===== src/rtl/booth_radix4_seq_multiplier.sv =====
// Sequential radix-4 Booth multiplier: one operand pair per valid/ready transaction,
// one Booth digit retired per clock into a shift-right accumulator.
//
// state | meaning
// IDLE  | in_ready high, waiting for an operand pair
// BUSY  | retiring one Booth digit per clock
// DONE  | product presented, held until out_ready

module booth_radix4_seq_multiplier #(
    parameter int WIDTH = 8
) (
    input  logic               clk,
    input  logic               rst_n,
    input  logic               in_valid,
    output logic               in_ready,
    input  logic               in_signed,
    input  logic [WIDTH-1:0]   in_a,
    input  logic [WIDTH-1:0]   in_b,
    output logic               out_valid,
    input  logic               out_ready,
    output logic [2*WIDTH-1:0] out_product,
    output logic               busy
);
    localparam int DIGITS = WIDTH / 2 + 1;
    localparam int MW     = 2 * DIGITS + 1;
    localparam int BW     = WIDTH + 2;
    localparam int AW     = 2 * WIDTH + 4;
    localparam int CW     = $clog2(DIGITS + 1);

    typedef enum logic [1:0] {IDLE, BUSY, DONE} state_t;

    state_t          state;
    logic [CW-1:0]   cnt;
    logic [MW-1:0]   mplier;
    logic [BW-1:0]   mcand;
    logic [BW-1:0]   mcand_neg;
    logic [AW-1:0]   acc;

    logic            ext_a;
    logic            ext_b;
    logic [BW-1:0]   b_ext;
    logic [BW-1:0]   multiple;
    logic [AW-1:0]   acc_sum;
    logic [AW-1:0]   acc_next;

    assign ext_a = in_signed & in_a[WIDTH-1];
    assign ext_b = in_signed & in_b[WIDTH-1];
    assign b_ext = {ext_b, ext_b, in_b};

    // 2B never wraps in BW bits: |B| < 2^WIDTH after extension.
    always_comb begin
        multiple = '0;
        case (mplier[2:0])
            3'b001, 3'b010: multiple = mcand;
            3'b011:         multiple = {mcand[BW-2:0], 1'b0};
            3'b100:         multiple = {mcand_neg[BW-2:0], 1'b0};
            3'b101, 3'b110: multiple = mcand_neg;
            default:        multiple = '0;
        endcase
    end

    // Multiple lands in the top BW bits so that after DIGITS shifts the exact product
    // sits at bit 0; the running sum always fits AW signed bits, so modular add is safe.
    always_comb begin
        acc_sum  = {acc[AW-1 -: BW] + multiple, acc[AW-BW-1:0]};
        acc_next = AW'($signed(acc_sum) >>> 2);
    end

    always_ff @(posedge clk or negedge rst_n) begin
        if (!rst_n) begin
            state       <= IDLE;
            in_ready    <= 1'b1;
            out_valid   <= 1'b0;
            busy        <= 1'b0;
            out_product <= '0;
            cnt         <= '0;
            acc         <= '0;
            mplier      <= '0;
            mcand       <= '0;
            mcand_neg   <= '0;
        end else begin
            case (state)
                IDLE: begin
                    if (in_valid && in_ready) begin
                        mplier    <= {ext_a, ext_a, in_a, 1'b0};
                        mcand     <= b_ext;
                        mcand_neg <= '0 - b_ext;
                        acc       <= '0;
                        cnt       <= CW'(DIGITS - 1);
                        state     <= BUSY;
                        in_ready  <= 1'b0;
                        busy      <= 1'b1;
                    end
                end
                BUSY: begin
                    acc    <= acc_next;
                    mplier <= mplier >> 2;
                    if (cnt == '0) begin
                        state       <= DONE;
                        busy        <= 1'b0;
                        out_valid   <= 1'b1;
                        out_product <= acc_next[2*WIDTH-1:0];
                    end else begin
                        cnt <= cnt - CW'(1);
                    end
                end
                DONE: begin
                    if (out_ready) begin
                        state     <= IDLE;
                        out_valid <= 1'b0;
                        in_ready  <= 1'b1;
                    end
                end
                default: begin
                    state     <= IDLE;
                    in_ready  <= 1'b1;
                    out_valid <= 1'b0;
                    busy      <= 1'b0;
                end
            endcase
        end
    end

endmodule


===== config.mk =====
export PLATFORM = sky130hd
export DESIGN_NAME = booth_radix4_seq_multiplier
export DESIGN_NICKNAME = d
export VERILOG_FILES = /design/src/rtl/booth_radix4_seq_multiplier.sv
export SDC_FILE = /design/constraint.sdc
export NUM_CORES = 1
export LEC_CHECK = 0
export BUFFER_PORTS_ARGS = -buffer_cell sky130_fd_sc_hd__clkbuf_2
export CORE_MARGIN = 1
export CORE_UTILIZATION = 50
export CTS_CLUSTER_DIAMETER = 60
export DETAILED_ROUTE_END_ITERATION = 10
export PLACE_DENSITY = 0.7
export SLEW_MARGIN = 20
export SYNTH_ARGS = -nofsm -noshare
export SYNTH_HDL_FRONTEND = slang
export SYNTH_SLANG_ARGS = --single-unit

===== constraint.sdc =====
create_clock -name clk -period 3.9 [get_ports clk]
set_input_delay 0.39 -clock clk [delete_from_list [all_inputs] [get_ports clk]]
set_output_delay 0.39 -clock clk [all_outputs]
set_load 0.03 [all_outputs]

==> run metrics <==
clock-pin transition on the worst setup and hold timing paths=0.08 ns; post-route minimum period=2.99 ns; H-tree depth=3; # hold bufs at CTS=1; via count=2887; syn_area_per_cell=8.85 µm²; Post-CTS Resized=0; drc violations=0; final hold vios=0; largest stage delay on the critical path=0.76 ns; CP delay by family, top=compound AO/OA/AOI/OAI gates; initial antenna violation count=0; die area=7600 µm²; RePlAce Congestion=0.809; wire per inst=13.6 µm; final worst setup slack=0.908 ns; Peak VDD IR=0.000341 V; Post CTS Setup Buffer Count=0; Yosys warnings=0; row cnt=30; FMAX=334 MHz; P per Cell Area=813 nW/µm²; Starting Density=52.5%; Tcrit/Tclk final=76.7%; CTS buffer count=9; CP endpoint kind=flop; sequential fraction of the synthesis area=46.9%; Post-Syn Nets=444; synthesized area=3630 µm²; largest net degree at the start of global routing=37; first-pass GRT wire length=12.6 mm; vias per inst=5.32; critical path required time=4.09 ns; Post-synth EDFFs=0; worst skew pair latency=0.34 ns; HPWL Detailed=5.07 mm; antenna cells=0; Synth Flop Type=dfrtp_1; Yosys cell types=49; Die Width=87.2 µm; CTS tree=built; Total GRT Usage=21.9%; wirelength, routed=7.36 mm; Setup WS pre-CTS=0.963 ns; Rel. slew slack=41.8%; Setup-failing EPs final=0; most common cell after layout, fill and taps aside=nand2_1; drt first-iter violations=111; worst path bufs/invs=0; vias in the first global route=2667; crit path DAT=3.18 ns; Synth Register Bits=68; CP Max Fanout=23; Layout area overhead=13.5%; asr flop ratio synth=100%; # IOs=40; Slowest-stage cell, CP=dfrtp_1; core area=6910 µm²; Final Max Tran Viols=0; status=finished, final reports clean; Crit Path Category=flop to flop; Root Buffer Master=clkbuf_8; Routed Antenna Nets=0; total global routing overflow=0; clk buf depth=2; layout cells sized above 1=14.8%; worst-margin pin slew=0.873 ns; leading cell types in the layout, fill and taps excluded=nand2_1, dfrtp_1, o21ai_0; Startpoint Class=flop; unrepaired setup endpoints after global routing=no; CTS Sinks=68; Static Leak=2.04 nW; final setup skew=0.0113 ns; cells along the critical path=mux2_2 -> a22o_1 -> fa_1 -> a21o_1 -> a21oi_1 -> o211ai_1 -> a31oi_1 -> xor2_1 -> o21ai_1; Die H=87.2 µm; maxcap violations=0; post-synthesis instance total=410; Layout Utilization=59.6%; Setup TNS=0 ns; hold crit path type=input pin to flop; TritonRoute pass-1 iters=4; Final #Nets=476; overall power consumption=3.35 mW; input/output buffers=39
## registers in the layout (all words and copies together) (netlist names)
signal / cells
cnt: 3
in_ready: 1
mcand: 9
mcand_neg: 9
mplier: 10
state: 2
out_product: 16
busy: 1
out_valid: 1
acc: 16
## worst reg2reg max path, delay by kind of cell (launching register included)
family	cells	cell delay, ns
compound gates	6	1.06
xor+xnor	1	0.16
fa+ha+maj	1	0.44
flops	1	0.76
mux	1	0.41
## metrics by stage
| step | cell area, µm² | std cells | hold WS, ns |
|---|---|---|---|
| floorplan | 3630 | 410 | 0.0944 |
| global placement | 3840 | 525 | 0.455 |
| detailed placement | 3860 | 526 | 0.369 |
| CTS | 4120 | 543 | 0.244 |
| global route | 4120 | 543 | 0.260 |
| finish | 4120 | 543 | 0.261 |
## cells in the mapped netlist (all sizes together) (2+ instances only)
cell type / number / area [µm²]
dfrtp: 67 / 1680
nand2b: 6 / 37.5
a21o: 9 / 67.6
nor2: 12 / 47.6
a21oi: 21 / 105
nor2b: 4 / 25.0
inv: 9 / 33.8
a211oi: 5 / 37.5
o22ai: 2 / 12.5
a221o: 2 / 20.0
nand3b: 4 / 30.0
ha: 12 / 150
nand2: 116 / 435
clkbuf: 9 / 33.8
mux2i: 11 / 110
or3: 2 / 12.5
nand3: 10 / 50.1
buf: 15 / 101
nor3: 3 / 26.3
o211ai: 3 / 22.5
xor2: 8 / 70.1
a22oi: 7 / 52.6
a31o: 2 / 17.5
and2: 3 / 18.8
o21ai: 46 / 230
a31oi: 2 / 12.5
xnor2: 4 / 35.0
and3: 2 / 12.5
## routing by layer
layer  part of all wire [%]  global-route usage [%]  up-vias  wire [µm]
met5                      0                       0        -          0
met1                     50                    30.1     1355       3690
met4                   0.72                    7.30        0         53
li1                       -                       -     1472          -
met3                    3.7                    5.12        6        275
met2                     45                    34.1       54       3350
## logic make-up (layout without fill, tap and decap cells)
group,after synthesis,in the layout,share of synthesized area [%]
compound gates,104,104,17.1
xor+xnor,12,12,2.90
fa+ha+maj,13,13,4.69
buf+inv,33,70,4.66
flops,68,68,46.9
mux,12,12,3.35
simple gates,168,168,20.4
## layout make-up
| type | instances | area (µm²) |
|---|---|---|
| Timing Repair Buffer | 45 | 255 |
| Inverter | 9 | 33.8 |
| Fill cell | 648 | 2790 |
| Tap cell | 96 | 120 |
| Sequential cell | 68 | 1700 |
| Clock inverter | 6 | 111 |
| Clock buffer | 10 | 138 |
| Multi-Input combinational cell | 309 | 1760 |
## power by group
| part | switching (mW) | internal, mW |
|---|---|---|
| Clock | 0.283 | 0.442 |
| Sequential | 0.234 | 0.987 |
| Combinational | 0.873 | 0.527 |
## final timing paths
path                                  startpoint                    endpoint  slack, ns  cells after the start
max                        mplier[2]$_DFFE_PN0P_         acc[16]$_DFFE_PN0P_       0.91                      9
min                                      in_a[2]       mplier[3]$_DFFE_PN0P_       0.26                      3
max reg2reg                mplier[2]$_DFFE_PN0P_         acc[16]$_DFFE_PN0P_       0.91                      9
min reg2reg                   acc[3]$_DFFE_PN0P_  out_product[1]$_DFFE_PN0P_       0.47                      2
max in group asynchronous                  rst_n        mcand[2]$_DFFE_PN0P_       2.54                      4
min in group asynchronous                  rst_n  out_product[5]$_DFFE_PN0P_       0.53                      2
Note: power is estimated with default switching activity, not from simulation.
